$ cat config.mk
export PLATFORM = sky130hd
export DESIGN_NAME = bmu_bitcnt_seq
export DESIGN_NICKNAME = d
export VERILOG_FILES = /design/src/rtl/bmu_bitcnt_pkg.sv /design/src/rtl/bitcnt_chunk.sv /design/src/rtl/bmu_bitcnt_seq.sv
export SDC_FILE = /design/constraint.sdc
export NUM_CORES = 1
export LEC_CHECK = 0
export BUFFER_PORTS_ARGS = -buffer_cell sky130_fd_sc_hd__buf_2
export CAP_MARGIN = 20
export CORE_ASPECT_RATIO = 0.6
export CORE_UTILIZATION = 58
export CTS_CLUSTER_SIZE = 24
export DETAILED_ROUTE_END_ITERATION = 6
export PLACE_DENSITY = 0.88
export SYNTH_ARGS = -nofsm -noshare
export SYNTH_HDL_FRONTEND = slang
export SYNTH_SLANG_ARGS = --single-unit
$ cat constraint.sdc
create_clock -name clk -period 6.5 [get_ports clk]
set_input_delay 0.65 -clock clk [delete_from_list [all_inputs] [get_ports clk]]
set_output_delay 0.65 -clock clk [all_outputs]
set_load 0.005 [all_outputs]
$ cat src/rtl/bmu_bitcnt_pkg.sv
// rtl/bmu_bitcnt_pkg.sv - shared types and sizing for the sequential bit-count unit
package bmu_bitcnt_pkg;

  localparam int BC_WIDTH = 64;
  localparam int BC_CHUNK = 16;
  localparam int NCHUNK   = BC_WIDTH / BC_CHUNK;
  localparam int CIDX_W   = $clog2(NCHUNK + 1);

  typedef enum logic [1:0] {
    BC_CPOP = 2'b00,
    BC_CLZ  = 2'b01,
    BC_CTZ  = 2'b10,
    BC_RSVD = 2'b11
  } bc_op_e;

  typedef enum logic [1:0] {
    IDLE = 2'd0,
    RUN  = 2'd1,
    DONE = 2'd2
  } bc_state_e;

endpackage

$ cat src/rtl/bitcnt_chunk.sv
// rtl/bitcnt_chunk.sv - combinational popcount / leading-zero count of one CHUNK-bit slice
module bitcnt_chunk #(
  parameter int CHUNK = 16,
  parameter int CW    = $clog2(CHUNK) + 1
) (
  input  logic [CHUNK-1:0] i_chunk,
  output logic [CW-1:0]    o_pop,
  output logic [CW-1:0]    o_lz,
  output logic             o_nonzero
);

  // Scan upward so the highest set bit is the last one to write o_lz.
  always_comb begin
    o_pop = '0;
    o_lz  = CW'(CHUNK);
    for (int i = 0; i < CHUNK; i++) begin
      o_pop = o_pop + CW'(i_chunk[i]);
      if (i_chunk[i]) o_lz = CW'(CHUNK - 1 - i);
    end
  end

  assign o_nonzero = |i_chunk;

endmodule

$ cat src/rtl/bmu_bitcnt_seq.sv
// rtl/bmu_bitcnt_seq.sv - multi-cycle cpop/clz/ctz, one CHUNK slice per cycle
// BITCNT_EARLY_EXIT_EN: clz/ctz leave RUN on the first nonzero chunk.
module bmu_bitcnt_seq
  import bmu_bitcnt_pkg::*;
#(
  parameter int WIDTH = BC_WIDTH,
  parameter int CHUNK = BC_CHUNK
) (
  input  logic                       clk,
  input  logic                       reset_n,
  input  logic                       Start,
  output logic                       Ready,
  input  logic                       Flush,
  input  logic [1:0]                 Op,
  input  logic                       W,
  input  logic [WIDTH-1:0]           A,
  output logic                       Busy,
  output logic                       Done,
  output logic [$clog2(WIDTH):0]     Result
);

  localparam int NCH = WIDTH / CHUNK;
  localparam int IW  = $clog2(NCH + 1);
  localparam int RW  = $clog2(WIDTH) + 1;
  localparam int CW  = $clog2(CHUNK) + 1;

  bc_state_e        r_state;
  logic [WIDTH-1:0] r_opnd;
  logic [RW-1:0]    r_acc;
  logic [RW-1:0]    r_result;
  logic             r_found;
  logic             r_is_lz;
  logic [IW-1:0]    r_cidx;
  logic [IW-1:0]    r_last;
  logic             r_ready;
  logic             r_busy;
  logic             r_done;

  logic [WIDTH-1:0] w_ctz_src;
  logic [WIDTH-1:0] w_rev;
  logic [WIDTH-1:0] w_wsel;
  logic [WIDTH-1:0] w_capt;
  logic [CW-1:0]    w_pop;
  logic [CW-1:0]    w_lz;
  logic             w_nz;
  logic [RW-1:0]    w_add;
  logic [RW-1:0]    w_acc_nxt;
  logic             w_last;
  logic             w_exit;

  // W=1 left-justifies the low word; ctz reverses within the effective width,
  // which for W=1 lands the reversed low word in the top half as well.
  assign w_ctz_src = W ? (A & WIDTH'(32'hFFFF_FFFF)) : A;
  assign w_wsel    = W ? (A << (WIDTH - 32)) : A;

  for (genvar gi = 0; gi < WIDTH; gi++) begin : g_rev
    assign w_rev[WIDTH-1-gi] = w_ctz_src[gi];
  end

  assign w_capt = (bc_op_e'(Op) == BC_CTZ) ? w_rev : w_wsel;

  bitcnt_chunk #(.CHUNK(CHUNK), .CW(CW)) u_chunk (
    .i_chunk   (r_opnd[WIDTH-1 -: CHUNK]),
    .o_pop     (w_pop),
    .o_lz      (w_lz),
    .o_nonzero (w_nz)
  );

  assign w_add     = r_is_lz ? (r_found ? '0 : RW'(w_lz)) : RW'(w_pop);
  assign w_acc_nxt = r_acc + w_add;
  assign w_last    = (r_cidx == r_last);

`ifdef BITCNT_EARLY_EXIT_EN
  assign w_exit = w_last | (r_is_lz & ~r_found & w_nz);
`else
  assign w_exit = w_last;
`endif

  always_ff @(posedge clk or negedge reset_n) begin
    if (!reset_n) begin
      r_state  <= IDLE;
      r_opnd   <= '0;
      r_acc    <= '0;
      r_result <= '0;
      r_found  <= 1'b0;
      r_is_lz  <= 1'b0;
      r_cidx   <= '0;
      r_last   <= '0;
      r_ready  <= 1'b1;
      r_busy   <= 1'b0;
      r_done   <= 1'b0;
    end else begin
      case (r_state)
        IDLE: begin
          r_done <= 1'b0;
          if (Start && !Flush) begin
            r_opnd  <= w_capt;
            r_acc   <= '0;
            r_found <= 1'b0;
            r_cidx  <= '0;
            r_last  <= W ? IW'(32 / CHUNK - 1) : IW'(NCH - 1);
            r_is_lz <= (bc_op_e'(Op) == BC_CLZ) || (bc_op_e'(Op) == BC_CTZ);
            r_state <= RUN;
            r_ready <= 1'b0;
            r_busy  <= 1'b1;
          end
        end
        RUN: begin
          if (Flush) begin
            r_state <= IDLE;
            r_ready <= 1'b1;
            r_busy  <= 1'b0;
          end else begin
            r_acc   <= w_acc_nxt;
            r_found <= r_found | w_nz;
            r_opnd  <= r_opnd << CHUNK;
            r_cidx  <= r_cidx + IW'(1);
            if (w_exit) begin
              r_result <= w_acc_nxt;
              r_done   <= 1'b1;
              r_state  <= DONE;
            end
          end
        end
        DONE: begin
          r_done  <= 1'b0;
          r_state <= IDLE;
          r_ready <= 1'b1;
          r_busy  <= 1'b0;
        end
        default: begin
          r_done  <= 1'b0;
          r_state <= IDLE;
          r_ready <= 1'b1;
          r_busy  <= 1'b0;
        end
      endcase
    end
  end

  assign Ready  = r_ready;
  assign Busy   = r_busy;
  assign Done   = r_done;
  assign Result = r_result;

endmodule

==> results of run 1 <==
[critical path, delay by kind of cell (launching register included)]
kind / cells / cell delay [ns]
multiplexers: 1 / 0.27
adder cells (fa/ha/maj): 8 / 3.42
AND/OR/NAND/NOR: 1 / 0.06
XOR/XNOR: 1 / 0.17
buffers and inverters: 2 / 0.14
AO/OA/AOI/OAI: 4 / 0.82
flip-flops: 1 / 0.40
[cell type report]
| cell class | count | share of cell area |
|---|---|---|
| clock inverters | 6 | 0.0103 |
| flip-flops and latches | 90 | 0.363 |
| repair buffers | 86 | 0.0721 |
| well taps | 130 | 0.0262 |
| clock buffers | 10 | 0.0385 |
| multi-input cells | 433 | 0.471 |
| inverters | 32 | 0.0193 |
[power breakdown]
| group | total, W | switching [W] | internal, W |
|---|---|---|---|
| clock | 0.000531 | 0.000223 | 0.000308 |
| sequential | 0.000898 | 0.000149 | 0.000749 |
| combinational | 0.00231 | 0.00131 | 0.00101 |
[per-layer routing]
metal  wire length [um]  vias up
li1                   -     2208
met1               6080     2318
met2               6310      212
met3               1150       22
met4                211        0
met5                  0        -
[worst min-delay path by stage]
| stage | to | slack [ns] | cells after the start |
|---|---|---|---|
| final | r_opnd[29] | 0.14 | 1 |
| after global routing | r_opnd[29] | 0.15 | 1 |
| after CTS | r_opnd[13] | 0.14 | 1 |
| after detailed placement | Done | 0.47 | 1 |
| after global placement | r_opnd[3] | 0.47 | 2 |
| after floorplan | Busy | 0.35 | 0 |
[Yosys cell counts (all sizes together) (2+ instances only)]
cell	instances	area, um^2
o31ai	2	15.0
nand3	7	35.0
a2111oi	2	17.5
a21o	3	22.5
a221o	2	20.0
o221ai	6	52.6
or3	2	12.5
nor4	2	12.5
nor3	3	20.0
o21ai	51	255
and3	2	12.5
xor2	5	43.8
clkbuf	13	48.8
nor2	77	289
a22o	2	17.5
a22oi	16	120
xnor2	5	43.8
mux2	19	214
dfrtp	89	2230
a21oi	36	180
o22ai	2	12.5
inv	32	120
o21bai	2	15.0
nand2	71	269
fa	11	220
nand2b	4	32.5
buf	26	138
a31oi	11	68.8
mux2i	50	500
ha	16	200
a221oi	14	123
[flip-flops by register name, summed over array words and instances, names as in the netlist]
register / count
Done: 1
r_cidx: 3
r_found: 1
r_state: 2
Ready: 1
r_acc: 7
Result: 7
r_opnd: 64
r_is_lz: 1
Busy: 1
r_last: 2
[metrics by stage]
step / instances / hold WS [ns] / total power (W) / worst slack, ns
floorplan: 594 / 0.354 / 0.00254 / 1.59
global placement: 771 / 0.468 / 0.00299 / 1.40
detailed placement: 771 / 0.467 / 0.00310 / 1.29
CTS: 787 / 0.143 / 0.00371 / 1.15
global route: 787 / 0.146 / 0.00410 / 0.856
finish: 787 / 0.143 / 0.00374 / 1.12
[cells by family (layout without fill, tap and decap cells)]
logic type,after synthesis,after routing
AND/OR/NAND/NOR,171,171
AO/OA/AOI/OAI,156,156
flip-flops,90,90
buffers and inverters,71,134
multiplexers,69,69
adder cells (fa/ha/maj),27,27
XOR/XNOR,10,10
==> metrics.txt, run 1 <==
slowest CP cell fa_1; wire length per cell 17.5 um; status finished clean; largest net degree at the start of global routing 97; Post-CTS Resized 0; DR iter-0 viols 352; Setup CP Type reg2reg; Core Box Area 9160 um^2; I/O Buffers 80; max_slew headroom 0.259; share of layout cells above drive strength 1 0.196; Slew @ Worst Pin 1.11 ns; Final #Nets 750; Root Driver clkbuf_16; GR Layer Usage met3 0.0823; mux share of post-synthesis cell area 0.131; crit start category flop; Final Core Density 0.679; ANT cells 0; reg2reg end Result[4]; WP data arrival 5.61 ns; CP peak stage delay 0.52 ns; minimum clock period 5.38 ns; Worst Setup EP Result[4]; Netlist cell types 48; Syn-to-layout area delta 13.8%; final setup vio count 0; post-route design area 6210 um^2; r2r setup slk 1.12 ns; initial antenna violation count 0; detailed-route via count 4760; # Post-CTS Setup Buffers 0; XOR/XNOR Fraction of Synth Area 0.0160; syn avg cell area 9.19 um^2; R2R cell count 17; mean number of vias per cell 6.05; busiest grt layer met2; Leak 2.96 nW; min-delay worst type in2async; Die W 127 um; Die Span Y 77.2 um; Syn Inst Count 594; GR Overflow Total 0; Cell Pwr Density 602 nW/um^2; maximum clock frequency 186 MHz; # DRC 0; Worst R2R Start r_opnd[48]; placed cell area 5910 um^2; Seq/Total Area, Yosys 0.413; H-tree depth 3; CP Max Fanout 3; Async S/R FF share, synth 1.00; Yosys warnings 0; Post-synth EDFFs 0; final setup skew 0.00614 ns; Worst-Skew Late Latency 0.35 ns; Final Hold Vio Count 0; Setup TNS 0 ns; Max Cap Viol 0; CP dominant cell by count fa_1; multi-input gate area in the final layout 2930 um^2; Adder-Cell Fraction of Synth Area 0.0770; number of synthesized register bits 90; Cell Area, Synth 5460 um^2; Row Count 27; I/O pin cnt 81; Synth Area in Compound Gates 0.179; first-pass GRT wire length 23.4 mm; Longest Clk Path Bufs 2; met2 usage 0.489; CTS buffer count 9; CP required 6.73 ns; Final Wtd Congestion 0.928; vias in the first global route 4843; routed wire length 13.8 mm; DIE AREA 9820 um^2; register area 2250 um^2; syn nets 692; Period Utilization, post-route 0.828; Max IR drop VDD 0.000539 V; first drt pass iteration count 5; Crit. Startpoint r_opnd[48]; met1 Usage GRT 0.408; Initial Util 0.597; Synth Area in Simple Gates 0.129; crit path cell chain inv_1 > ha_1 > inv_1 > fa_1 > fa_1 > fa_1 > fa_1 > fa_1 > nor2_1 > a2111oi_0 > a21oi_1 > ha_1 > fa_1 > a21oi_1 > o21ai_0 > xor2_1 > mux2_2; CTS tree yes; most common cell after layout, fill and taps aside dfrtp_1; crit path capture type flop; Final ANT Viol Nets 0; hpwl dp 9.61 mm; ys flop type dfrtp_1; largest family of logic cells by synthesized area compound AO/OA/AOI/OAI gates; GRT Total Usage 0.306; Fill cells 701; commonest non-fill, non-tap cells in the layout 89 x dfrtp_1, 79 x buf_2, 75 x nor2_1; Slew Limit Fails 0; Worst-path clk slew 0.07 ns; unrepaired setup endpoints after global routing no; hold_buf cts 0; clock sinks 90
(Power assumes the default switching activity.)
==> run 2, diff against run 1 <==
==> constraint.sdc (replaced) <==
create_clock -name clk -period 5.6 [get_ports clk]
set_input_delay 0.56 -clock clk [delete_from_list [all_inputs] [get_ports clk]]
set_output_delay 0.56 -clock clk [all_outputs]
set_load 0.005 [all_outputs]
==> metrics.txt, run 2 (synthesized netlist as in run 1, its figures left out) <==
detailed-route via count 4826 (was 4760); minimum clock period 5.31 ns (was 5.38 ns); GRT Total Usage 0.305 (was 0.306); Core Box Area 9160 um^2 (unchanged); fin worst setup slack 0.291 ns (was 1.12 ns); initial antenna violation count 0 (unchanged); placed cell area 5910 um^2 (unchanged); CTS buffer count 9 (unchanged); WP buf/inv 2 (unchanged); mean number of vias per cell 6.13 (was 6.05); largest net degree at the start of global routing 77 (was 97); met1 Usage GRT 0.401 (was 0.408); most common cell after layout, fill and taps aside dfrtp_1 (unchanged); first-pass GRT wire length 23.4 mm (about the same); met2 usage 0.503 (was 0.489); clock sinks 90 (unchanged); CP dominant cell by count fa_1 (unchanged); crit path cell chain inv_1 > ha_1 > inv_1 > fa_1 > fa_1 > fa_1 > fa_1 > fa_1 > fa_1 > o21ai_1 > ha_1 > a211oi_1 > o21ai_0 > a21oi_2 > xnor2_1 > mux2_2 (was inv_1 > ha_1 > inv_1 > fa_1 > fa_1 > fa_1 > fa_1 > fa_1 > nor2_1 > a2111oi_0 > a21oi_1 > ha_1 > fa_1 > a21oi_1 > o21ai_0 > xor2_1 > mux2_2); r2r setup slk 0.29 ns (was 1.12 ns); # DRC 2 (was 0); Worst-path clk slew 0.07 ns (about the same); ANT cells 0 (unchanged); commonest non-fill, non-tap cells in the layout 89 x dfrtp_1, 79 x buf_2, 75 x nor2_1 (unchanged); post-route design area 6250 um^2 (was 6210 um^2); busiest grt layer met2 (unchanged); register with the most flip-flops r_opnd (unchanged); hold_buf cts 0 (unchanged); Setup TNS 0 ns (unchanged); R2R cell count 16 (was 17); status finished with violations (was finished clean); I/O Buffers 80 (unchanged); Max Cap Viol 0 (unchanged); Final #Nets 751 (was 750); Slew @ Worst Pin 0.948 ns (was 1.11 ns); WP data arrival 5.54 ns (was 5.61 ns); vias in the first global route 4877 (was 4843); failing checks DRC; final setup vio count 0 (unchanged); Row Count 27 (unchanged); hpwl dp 9.96 mm (was 9.61 mm); max_slew headroom 0.368 (was 0.259); I/O pin cnt 81 (unchanged); DP Cell Count 771 (unchanged); Period Utilization, post-route 0.948 (was 0.828); Syn-to-layout area delta 14.4% (was 13.8%); routed wire length 14.1 mm (was 13.8 mm); crit start category flop (unchanged); Post-CTS Resized 0 (unchanged); Die Span Y 77.2 um (unchanged); Setup Slack @ Placement 0.249 ns (was 1.29 ns); wire length per cell 17.9 um (was 17.5 um); final non-filler cell total 787 (unchanged); final setup skew 0.00730 ns (was 0.00614 ns); CP Depth 16 (was 17); DR iter-0 viols 396 (was 352); GR Layer Usage met3 0.0698 (was 0.0823); Cell Pwr Density 708 nW/um^2 (was 602 nW/um^2); Final Hold Vio Count 0 (unchanged); H-tree depth 3 (unchanged); Root Driver clkbuf_16 (unchanged); CP peak stage delay 0.52 ns (about the same); crit path capture type flop (unchanged); min-delay worst type in2async (unchanged); Largest register FFs 64 (unchanged); Worst-Skew Late Latency 0.34 ns (was 0.35 ns); Final Wtd Congestion 0.930 (was 0.928); family with the most delay on the worst path adder cells (unchanged); CP required 5.83 ns (was 6.73 ns); Setup CP Type reg2reg (unchanged); Max IR drop VDD 0.000758 V (was 0.000539 V); DIE AREA 9820 um^2 (unchanged); Final ANT Viol Nets 0 (unchanged); Slew Limit Fails 0 (unchanged); maximum clock frequency 188 MHz (was 186 MHz); first drt pass iteration count 7 (was 5); share of layout cells above drive strength 1 0.198 (was 0.196); # Post-CTS Setup Buffers 0 (unchanged); unrepaired setup endpoints after global routing no (unchanged); CTS tree yes (unchanged); slowest CP cell fa_1 (unchanged); CP Max Fanout 3 (unchanged); Longest Clk Path Bufs 2 (unchanged); Die W 127 um (unchanged); Initial Util 0.597 (unchanged); Fill cells 678 (was 701); Leak 2.99 nW (was 2.96 nW); GR Overflow Total 0 (unchanged); Power Total 0.00442 W (was 0.00374 W)
==> run 2: cell count changes in the layout (fill, tap and decap cells not counted), sizes merged <==
cell / change
clkinv: -1
clkinvlp: -2
buf: +1
bufinv: +1
clkbuf: +1
==> run 2: layout make-up <==
type                    instances  area [um^2]  share of cell area
clock buffers                  11          253              0.0404
clock inverters                 4         73.8              0.0118
inverters                      32          120              0.0192
multi-input cells             433         2930               0.469
flip-flops and latches         90         2250               0.361
well taps                     130          163              0.0260
repair buffers                 87          455              0.0729
==> run 2: final timing paths <==
| path | from | end |
|---|---|---|
| min | reset_n | r_opnd[13] |
| min reg2reg | r_acc[0] | r_acc[0] |
| max | r_opnd[48] | Result[5] |
| min in group clk | r_acc[0] | r_acc[0] |
| max in group asynchronous | reset_n | r_acc[3] |
| max reg2reg | r_opnd[48] | Result[5] |
==> run 2: worst reg2reg max path, cell delays in order (launching register included) <==
cell and delay [ns]:
dfrtp_1 0.39, inv_1 0.07, ha_1 0.28, inv_1 0.05
fa_1 0.49, fa_1 0.45, fa_1 0.52, fa_1 0.43
fa_1 0.42, fa_1 0.45, o21ai_1 0.26, ha_1 0.32
a211oi_1 0.31, o21ai_0 0.17, a21oi_2 0.24, xnor2_1 0.09
mux2_2 0.26
==> run 2: metrics by stage <==
step | utilization | hold slack [ns]
3_5_place_dp | 0.646 | 0.425
4_1_cts | 0.681 | 0.0595
2_1_floorplan | - | 0.264
5_1_grt | 0.683 | 0.0675
3_3_place_gp | 0.646 | 0.420
6_report | 0.683 | 0.0562
==> run 2: where the power goes <==
part	internal, W	switching [W]
sequential	0.000869	0.000180
combinational	0.00117	0.00154
clock	0.000414	0.000252
==> run 2: layer usage <==
layer / routed length, um / part of all wire
met5: 0 / 0
met3: 1090 / 0.077
met2: 6600 / 0.47
met1: 6200 / 0.44
met4: 215 / 0.015
